===== src/rtl/serial_adder_pkg.sv =====
// rtl/serial_adder_pkg.sv - shared types and constants for the bit-serial add/subtract engine
//
// Purpose: FSM state encoding and operation select codes used by serial_adder_ctrl.
// Ports:   none (package).

package serial_adder_pkg;

  typedef enum logic [1:0] {
    ST_IDLE = 2'd0,
    ST_RUN  = 2'd1,
    ST_DONE = 2'd2
  } state_t;

  localparam logic OP_ADD = 1'b0;
  localparam logic OP_SUB = 1'b1;

endpackage


===== src/rtl/full_adder.sv =====
// rtl/full_adder.sv - single-bit full adder cell
//
// Purpose: combinational one-bit full adder; the only arithmetic in the serial engine.
// Ports:
//   i_bit1, i_bit2 : addend bits
//   i_cin          : carry in
//   o_sum          : sum bit
//   o_cout         : carry out

module full_adder (
  input  logic i_bit1,
  input  logic i_bit2,
  input  logic i_cin,
  output logic o_sum,
  output logic o_cout
);

  assign o_sum  = i_bit1 ^ i_bit2 ^ i_cin;
  assign o_cout = (i_bit1 & i_bit2) | (i_cin & (i_bit1 ^ i_bit2));

endmodule


===== src/rtl/serial_adder_ctrl.sv =====
// rtl/serial_adder_ctrl.sv - bit-serial WIDTH-bit add/subtract engine with valid/ready handshakes
//
// Purpose: accepts an operand pair in IDLE, processes one bit per clock LSB first through a
//          single full_adder for WIDTH cycles, then holds sum/carry/overflow in DONE until taken.
// Ports:
//   clk, rst            : clock, synchronous active-high reset
//   in_valid/in_ready   : operand handshake (in_ready high only in IDLE)
//   in_a, in_b, in_sub  : operands and op select (0 add, 1 subtract)
//   out_valid/out_ready : result handshake (out_valid high only in DONE)
//   out_sum, out_cout   : result bits and final carry (subtract: 1 = no borrow)
//   out_ovf             : signed overflow
//   busy                : high in RUN or DONE

module serial_adder_ctrl
  import serial_adder_pkg::*;
#(
  parameter int WIDTH = 8
) (
  input  logic             clk,
  input  logic             rst,
  input  logic             in_valid,
  output logic             in_ready,
  input  logic [WIDTH-1:0] in_a,
  input  logic [WIDTH-1:0] in_b,
  input  logic             in_sub,
  output logic             out_valid,
  input  logic             out_ready,
  output logic [WIDTH-1:0] out_sum,
  output logic             out_cout,
  output logic             out_ovf,
  output logic             busy
);

  localparam int CNT_W = $clog2(WIDTH);

  state_t           r_state;
  state_t           w_next_state;
  logic [CNT_W-1:0] r_cnt;
  logic             r_carry;
  logic [WIDTH-1:0] r_a_sh;
  logic [WIDTH-1:0] r_b_sh;
  logic [WIDTH-1:0] r_sum_sh;
  logic             r_cout;
  logic             r_ovf;
  logic             w_accept;
  logic             w_last;
  logic             w_fa_sum;
  logic             w_fa_cout;

  assign w_accept = (r_state == ST_IDLE) && in_valid;
  assign w_last   = (r_state == ST_RUN) && (r_cnt == CNT_W'(WIDTH - 1));

  full_adder u_full_adder (
    .i_bit1 (r_a_sh[0]),
    .i_bit2 (r_b_sh[0]),
    .i_cin  (r_carry),
    .o_sum  (w_fa_sum),
    .o_cout (w_fa_cout)
  );

  // State register
  always_ff @(posedge clk) begin
    if (rst) begin
      r_state <= ST_IDLE;
    end else begin
      r_state <= w_next_state;
    end
  end

  // Next-state logic
  always_comb begin
    w_next_state = r_state;
    case (r_state)
      ST_IDLE: if (in_valid)  w_next_state = ST_RUN;
      ST_RUN:  if (w_last)    w_next_state = ST_DONE;
      ST_DONE: if (out_ready) w_next_state = ST_IDLE;
      default:                w_next_state = ST_IDLE;
    endcase
  end

  // State-decoded outputs
  always_comb begin
    in_ready  = (r_state == ST_IDLE);
    out_valid = (r_state == ST_DONE);
    busy      = (r_state == ST_RUN) || (r_state == ST_DONE);
  end

  // Datapath. Subtraction is A + ~B + 1: B is inverted on accept and the +1 enters as the
  // initial carry. The sum register doubles as the result register, so it only moves in RUN
  // and otherwise holds the last result.
  always_ff @(posedge clk) begin
    if (rst) begin
      r_cnt    <= '0;
      r_carry  <= 1'b0;
      r_a_sh   <= '0;
      r_b_sh   <= '0;
      r_sum_sh <= '0;
      r_cout   <= 1'b0;
      r_ovf    <= 1'b0;
    end else if (w_accept) begin
      r_a_sh  <= in_a;
      r_b_sh  <= in_b ^ {WIDTH{in_sub}};
      r_carry <= (in_sub == OP_SUB);
      r_cnt   <= '0;
    end else if (r_state == ST_RUN) begin
      r_a_sh   <= r_a_sh >> 1;
      r_b_sh   <= r_b_sh >> 1;
      r_sum_sh <= {w_fa_sum, r_sum_sh[WIDTH-1:1]};
      r_carry  <= w_fa_cout;
      if (w_last) begin
        // Signed overflow: carry into the MSB differs from carry out of it.
        r_ovf  <= r_carry ^ w_fa_cout;
        r_cout <= w_fa_cout;
      end else begin
        r_cnt <= r_cnt + CNT_W'(1);
      end
    end
  end

  assign out_sum  = r_sum_sh;
  assign out_cout = r_cout;
  assign out_ovf  = r_ovf;

endmodule


===== config.mk =====
export PLATFORM = sky130hd
export DESIGN_NAME = serial_adder_ctrl
export DESIGN_NICKNAME = d
export VERILOG_FILES = /design/src/rtl/serial_adder_pkg.sv /design/src/rtl/full_adder.sv /design/src/rtl/serial_adder_ctrl.sv
export SDC_FILE = /design/constraint.sdc
export NUM_CORES = 1
export LEC_CHECK = 0
export ABC_AREA = 1
export CAP_MARGIN = 20
export CORE_ASPECT_RATIO = 1.1
export CORE_MARGIN = 8
export CORE_UTILIZATION = 50
export DETAILED_ROUTE_END_ITERATION = 10
export PLACE_DENSITY = 0.84
export SYNTH_ARGS = -nofsm -noshare
export SYNTH_HDL_FRONTEND = slang
export SYNTH_SLANG_ARGS = --single-unit

===== constraint.sdc =====
create_clock -name clk -period 1.5 [get_ports clk]
set_input_delay 0.225 -clock clk [delete_from_list [all_inputs] [get_ports clk]]
set_output_delay 0.225 -clock clk [all_outputs]
set_load 0.02 [all_outputs]

==> flow_results.org, run 1 <==
** Worst hold path
- Hold-critical path depth :: 3
- In this run the worst hold path is classified as input port to flop.

** STA
- Post-Route Setup TNS :: 0 ns
- The final-report hold violation count was 0.
- Time the worst path needs with I/O delays and setup :: 1.42 ns
- For the final database, setup skew stands at roughly 0.0083 ns.
- Setup repair after global routing could not meet its margin everywhere.
- Headroom to the max-slew limit came out at between 50 and 60%.
- F_max :: between 700 and 800 MHz
- The worst path uses ~95% of the clock period.
- The max-slew violation count was 0.
- At the pin with the least slew margin, the transition time is around 0.62 ns.
- # setup viols final :: 0

** Logic synthesis
- For this run, the number of Yosys warnings is 0.
- Counting flops and latches in the post-synthesis netlist gives 32.
- Summed over all instances, the cell type with the most area after synthesis is sky130_fd_sc_hd__dfxtp_1.
- Per-instance average area after synthesis :: 7.05 um2
- In this run the cell area of the synthesized design comes to around 0.0016 mm2.
- Synthesis produced a netlist with a net count of about 250.
- Summing the sequential cell areas from Yosys gives 40.2% of the chip area.
- After synthesis, the cell types taking the most area are sky130_fd_sc_hd__dfxtp_1 (40%), sky130_fd_sc_hd__nand2_1 (12%), sky130_fd_sc_hd__nand3_1 (11%).
- Synthesis produced 226 cells.
- The number of different library cells used by synthesis comes to 17.
- Fraction of post-synthesis cell area in the top cell type by area :: roughly 40%

** Critical path
- The worst setup path is launched from a flop.
- The worst setup path is of the flop to output port kind.
- Delay of the slowest cell on the worst path :: about 0.34 ns
- Worst Path Max Fanout :: 3
- Endpoint arrival time on the critical path :: between 1 and 1.5 ns
- The signal on the critical path passes through inv_1 -> ha_1 -> buf_2.
- The slowest stage of the critical path belongs to the cell sky130_fd_sc_hd__dfxtp_2.
- Worst r2r path cells :: 7
- Data on the critical path is required at its endpoint by ~1.3 ns.
- CP endpoint kind :: output port

** Clock tree
- Maximum count of clock buffers along a single path :: 2
- Clock transition at the register clock pins on the worst setup and hold paths after CTS :: around 0.10 ns
- Root buf cell :: sky130_fd_sc_hd__clkbuf_4
- Worst-skew pair later-pin latency :: around 0.33 ns
- Clock tree from TritonCTS :: yes
- Once the clock tree was built, the resizer swapped 20 gates to a different size.
- The clock net in this run drives a total of 32 sinks.
- Total clock buffers created by CTS :: 5
- Total setup buffers inserted after CTS :: 0
- Count of hold buffers inserted by post-cts repair :: 0
- H-tree depth :: 2

** Routing
- Number of design rule violations left after detail routing :: 0
- Detailed-router iteration count before antenna repair :: 5
- Post-route antenna net violation count :: 0
- The routed design has 3200 um of wire.
- In the final routed layout, each cell accounts on average for between 10 and 15 um.
- Initial DRC Count :: 88
- Via count :: roughly 1500
- Using the TritonRoute via totals, the vias-per-cell ratio works out to 4.90.

** Floorplanning
- Y dimension of the die :: between 70 and 80 um
- In this run the standard cell core region covers between 0.003 and 0.004 mm2.
- Width of the die :: roughly 70 um
- I/O pin total :: 34
- Die outline area :: 0.00525 mm2
- Once the floorplan was initialized, standard cells occupied 52.3% of the core.
- The floorplan has 21 rows.

** Pwr
- Part of the total power dissipated in the clock network :: between 10% and 20%
- Of the total power, combinational logic draws about 47%.
- The analysis attributes to cell leakage a power of between 0.001 and 0.0015 uW.
- In this run the power density over the cells is 1750 mW/mm2.
- NetSw :: between 1000 and 1500 uW
- Switching share of total power :: between 40% and 50%
- P_int :: between 2000 and 2500 uW
- IR analysis of the VDD net gives a maximum drop of approximately 1200 uV.
- In this run, flip-flops and latches consume 35.0% of the power.

** Layout
- Of the cells placed in the final design, the portion with a size suffix greater than 1 is a little under 10%.
- From synthesis to final layout, the design area changed by 26.3%.
- After filler insertion, the fill cell instance count of the layout stands at roughly 290.
- Commonest cells after routing, fill and taps aside :: sky130_fd_sc_hd__nand2_1 (49), sky130_fd_sc_hd__nor2_1 (38), sky130_fd_sc_hd__nand3_1 (36)
- The repair_antennas step left the layout with diodes totalling 0.
- Commonest non-fill, non-tap cell in the layout :: sky130_fd_sc_hd__nand2_1
- Final cell count without fillers :: about 300
- Cells fill between 60% and 70% of the core in the end.
- In the final design database the tool counted 292 nets.

** Place
- The count of buffers added on input and output ports is 33.
- Post-DP HPWL :: approximately 2300 um
- Including well taps, the total number of placed cells is 291.
- Final RePlAce weighted congestion :: 0.806

** GRT
- The first global-routing pass estimated approximately 6000 um of wire.
- Number of global-route vias before repair :: about 1400
- Largest net degree at the start of global routing :: 25
- Global routing finished with a remaining overflow of 0.
- Initial antenna violation count :: 0
- All-layer global routing usage :: approximately an eighth

** Run
- Count of maximum capacitance violations :: 0

** Status
- The flow ran to the end, and the final reports show no timing, DRC or antenna violations.
## routing by layer
metal | GRT usage (%) | vias to the layer above | part of all wire, %
met5 | 0 | - | 0
met4 | 5.80 | 0 | 1.1
met3 | 5.67 | 4 | 7.3
met2 | 23.2 | 41 | 45
met1 | 13.8 | 633 | 47
li1 | - | 786 | -
## worst paths after layout
kind / startpoint / end / slack, ns
max reg2reg: r_state[1]$_SDFFE_PP0P_ / r_state[1]$_SDFFE_PP0P_ / 0.09
min: in_a[7] / r_a_sh[7]$_SDFFE_PP0P_ / 0.44
max: r_state[0]$_SDFFE_PP0P_ / busy / 0.08
min reg2reg: r_a_sh[7]$_SDFFE_PP0P_ / r_a_sh[7]$_SDFFE_PP0P_ / 0.48
## state kept, by name (all words and copies together), names as in the netlist
| register | count |
|---|---|
| r_cnt | 3 |
| out_cout | 1 |
| r_b_sh | 8 |
| out_ovf | 1 |
| r_state | 2 |
| r_carry | 1 |
| r_a_sh | 8 |
| out_sum | 8 |
## cell usage after synthesis
library cell,count
sky130_fd_sc_hd__a21oi_1,8
sky130_fd_sc_hd__buf_2,4
sky130_fd_sc_hd__buf_4,2
sky130_fd_sc_hd__buf_6,5
sky130_fd_sc_hd__dfxtp_1,32
sky130_fd_sc_hd__fa_1,1
sky130_fd_sc_hd__ha_1,6
sky130_fd_sc_hd__inv_1,20
sky130_fd_sc_hd__inv_2,1
sky130_fd_sc_hd__inv_4,1
sky130_fd_sc_hd__nand2_1,50
sky130_fd_sc_hd__nand2_2,2
sky130_fd_sc_hd__nand3_1,36
sky130_fd_sc_hd__nor2_1,38
sky130_fd_sc_hd__o21ai_0,15
sky130_fd_sc_hd__xnor2_1,1
sky130_fd_sc_hd__xor2_1,4
## stage by stage
stage                     total power, uW  hold WS, ns  worst slack (ns)  cell area [um2]
after floorplan                      2460        0.294             0.148             1590
after global placement               2950        0.447          -0.00956             1960
after detailed placement             2990        0.469           -0.0456             1960
after CTS                            3530        0.436            0.0107             2010
after global routing                 3810        0.448           -0.0296             2010
final                                3510        0.444            0.0761             2010
## power by group through the flow
| stage | combinational [uW] | clock [uW] | sequential [uW] |
|---|---|---|---|
| 2_1_floorplan | 1140 | 0 | 1320 |
| 3_3_place_gp | 1710 | 0 | 1240 |
| 3_5_place_dp | 1740 | 0 | 1250 |
| 4_1_cts | 1650 | 655 | 1230 |
| 5_1_grt | 1860 | 691 | 1270 |
| 6_report | 1640 | 648 | 1230 |
## kinds of logic (layout without fill, tap and decap cells)
group / Yosys count / in the layout / share of synthesized area (%)
simple gates: 126 / 126 / 32.8
buf+inv: 33 / 72 / 11.1
compound gates: 23 / 23 / 7.22
flops: 32 / 32 / 40.2
fa+ha+maj: 7 / 7 / 5.97
xor+xnor: 5 / 5 / 2.75
## final cells by class
type / instances / area (um2) / share of cell area, %
inverter: 22 / 85.1 / 4.23
timing repair buffer: 42 / 387 / 19.2
multi-input combinational: 161 / 779 / 38.7
clock buffer: 6 / 41.3 / 2.05
sequential: 32 / 643 / 31.9
clock inverter: 2 / 35.0 / 1.74
tap: 34 / 42.5 / 2.11
## worst max-delay path, delay by kind of cell, from the launching register on
| kind | cells | cell delay, ns |
|---|---|---|
| fa+ha+maj | 1 | 0.30 |
| buf+inv | 2 | 0.22 |
| flops | 1 | 0.34 |
Note: power is estimated with default switching activity, not from simulation.
==> run 2: changes to the inputs <==
SKIP_LAST_GASP = 1   (was not set)
==> results of run 2 <==
The final DEF is identical to that of run 1; final timing and power are the same.
==> run 3: changes to the inputs <==
PLACE_DENSITY = 0.77   (was 0.84)
==> flow_results.org, run 3 (same netlist as run 1, synthesis figures left out) <==
** Routing
- Final wirelength :: 3270 um (was 3200 um)
- Post-detailed-route wirelength per cell :: 11.0 um (was 10.7 um)
- Post-route antenna net violation count :: 0 (unchanged)
- The number of violations reported at the end of detailed-routing iteration 0 was 118 (was 88).
- The number of remaining DRC errors was 0 (unchanged).
- The via total after detailed routing was 1491 (was 1464).
- The first-pass detailed-route iteration total was 4 (was 5).
- Via density :: 5.00 (was 4.90)

** Clock tree
- The total clock buffers created by CTS came to 5 (unchanged).
- Total setup buffers inserted after CTS :: 0 (unchanged)
- Root buf cell :: sky130_fd_sc_hd__clkbuf_4 (unchanged)
- Clock tree sinks :: 32 (unchanged)
- The maximum clock insertion buffer count came to 2 (unchanged).
- The source-to-sink clock delay at the later pin of the worst-skew pair was 0.33 ns (about the same).
- H-tree depth :: 2 (unchanged)
- Clock transition at the register clock pins on the worst setup and hold paths after CTS :: 0.09 ns (was 0.10 ns)
- Clock tree from TritonCTS :: yes (unchanged)

** Critical path
- The kind of launch point of the worst setup path is a flop (unchanged).
- Worst Path Max Fanout :: 3 (unchanged)
- CP endpoint kind :: output port (unchanged)
- Endpoint required time on the critical path :: 1.27 ns (about the same)
- The data arrival time of the worst path came to 1.17 ns (was 1.20 ns).
- The type of the worst setup path is flop to output port (unchanged).

** STA
- The tightest hold margin was 0.449 ns (was 0.444 ns).
- F_max :: 715 MHz (was 702 MHz)
- # setup viols final :: 0 (unchanged)
- Unrepaired setup endpoints after global routing: true (unchanged).
- The post-route minimum period came to 1.40 ns (was 1.42 ns).
- The share of the clock period used by the worst path after layout is 93.2% (was 94.9%).
- The relative slew slack was 56.0% (was 58.6%).
- Number of pins exceeding their max-slew limit in the final report :: 0 (unchanged)
- The setup TNS after final layout is 0 ns (unchanged).
- Worst clock skew :: 0.00521 ns (was 0.00835 ns)
- The final-report hold violation count was 0 (unchanged).
- The worst-margin pin slew is 0.660 ns (was 0.620 ns).
- Post-layout worst setup margin :: 0.102 ns (was 0.0761 ns)

** Floorplanning
- Core area :: 0.00305 mm2 (unchanged)
- Width of the die :: 69.8 um (unchanged)
- The height of the die is 75.2 um (unchanged).
- I/O pin total :: 34 (unchanged)
- The number of core rows came to 21 (unchanged).
- The effective utilization at floorplan came to 52.3% (unchanged).
- The total die area came to 0.00525 mm2 (unchanged).

** Place
- The total cell area at the placement stage was 0.00195 mm2 (was 0.00196 mm2).
- The pre-CTS setup slack was -0.0562 ns (was -0.0456 ns).
- Post-DP HPWL :: 2370 um (was 2350 um)
- The placer's final routability congestion estimate is 0.804 (was 0.806).
- Port-buffer cells :: 33 (unchanged)

** Pwr
- Leakage :: 0.00102 uW (was 0.00103 uW)
- Power density relative to cell area :: 1690 mW/mm2 (was 1750 mW/mm2)
- The worst supply voltage drop on vdd came to 1050 uV (was 1210 uV).
- Overall power :: 3360 uW (was 3510 uW)

** GRT
- Initial antenna violation count :: 0 (unchanged)
- The first-pass GRT wire length came to 6000 um (was 5870 um).
- The number of global-route vias before repair is 1441 (was 1448).
- The largest net degree at the start of global routing is 25 (unchanged).
- The total congestion overflow was 0 (unchanged).
- The overall fraction of global-route tracks in use was 14.0% (was 13.3%).

** Layout
- Commonest non-fill, non-tap cell in the layout :: sky130_fd_sc_hd__nand2_1 (unchanged)
- The fraction of layout cells with a size suffix above 1 is 7.95% (was 9.81%).
- The final non-filler cell area was 0.00198 mm2 (was 0.00201 mm2).
- Flip-flop and latch area :: 641 um2 (was 643 um2)
- The count of antenna diodes in the layout came to 0 (unchanged).
- Commonest cells after routing, fill and taps aside: sky130_fd_sc_hd__nand2_1 (50), sky130_fd_sc_hd__nor2_1 (38), sky130_fd_sc_hd__nand3_1 (36) (was sky130_fd_sc_hd__nand2_1 (49), sky130_fd_sc_hd__nor2_1 (38), sky130_fd_sc_hd__nand3_1 (36)).
- FILL cells :: 299 (was 286)
- The growth of design area from synthesis to finish was 24.4% (was 26.3%).
- Multi-input combinational cell area :: 777 um2 (was 779 um2)
- The count of nets after finishing came to 291 (was 292).

** Worst hold path
- Hold Crit Class :: input port to flop (unchanged)

** Status
- Status :: finished clean (unchanged)

** Run
- Count of maximum capacitance violations :: 0 (unchanged)
run 3: cell count changes in the layout (fill, tap and decap cells not counted):
cell                        delta
sky130_fd_sc_hd__nand2_1       +1
sky130_fd_sc_hd__clkbuf_8      +1
sky130_fd_sc_hd__clkbuf_1      +1
sky130_fd_sc_hd__bufinv_16     -1
sky130_fd_sc_hd__clkbuf_2      +1
sky130_fd_sc_hd__clkinv_2      -1
sky130_fd_sc_hd__dfxtp_2       -2
sky130_fd_sc_hd__nand2_2       -1
sky130_fd_sc_hd__buf_4         -1
sky130_fd_sc_hd__buf_2         -1
sky130_fd_sc_hd__dfxtp_1       +2
run 3: final timing paths:
path | cells past startpoint | endpoint | slack (ns) | from
setup / recovery | 3 | busy | 0.10 | r_state[0]$_SDFFE_PP0P_
hold / removal | 3 | r_a_sh[7]$_SDFFE_PP0P_ | 0.45 | in_a[7]
setup reg to reg | 7 | r_state[1]$_SDFFE_PP0P_ | 0.10 | r_state[1]$_SDFFE_PP0P_
hold reg to reg | 2 | r_a_sh[7]$_SDFFE_PP0P_ | 0.48 | r_a_sh[7]$_SDFFE_PP0P_
run 3: through the flow:
| step | util, % | instances |
|---|---|---|
| 2_1_floorplan | - | 226 |
| 3_3_place_gp | 63.9 | 290 |
| 3_5_place_dp | 63.9 | 290 |
| 4_1_cts | 65.5 | 298 |
| 5_1_grt | 65.1 | 298 |
| 6_report | 65.1 | 298 |
run 3: area by class of cell:
class	count	share of cell area [%]
timing repair buffer	41	19.1
inverter	22	4.29
clock buffer	8	2.97
tap	34	2.15
multi-input combinational	161	39.2
sequential	32	32.3
run 3: routing by layer:
metal / vias up / share of wire, % / track usage [%]
li1: 789 / - / -
met1: 658 / 48 / 15.7
met2: 38 / 44 / 23.4
met3: 6 / 6.5 / 5.01
met4: 0 / 2.0 / 6.92
met5: - / 0 / 0
run 3: where the power goes:
group / internal, uW / leakage (uW) / total, uW / switching [uW]
Sequential: 1090 / 0.000262 / 1230 / 139
Clock: 231 / 0.0000326 / 504 / 273
Combinational: 617 / 0.000721 / 1630 / 1010
Total: 1940 / 0.00102 / 3360 / 1420
run 3: worst max-delay path, stage by stage (launching register included):
cell                       delay (ns)
sky130_fd_sc_hd__dfxtp_1         0.34
sky130_fd_sc_hd__inv_1           0.07
sky130_fd_sc_hd__ha_1            0.28
sky130_fd_sc_hd__clkbuf_2        0.15
run 3: repair_timing:
action	CTS	global route
gates resized for setup	17	4
endpoints found under the setup margin	13	7
hold buffers	0	0
cloned	0	0
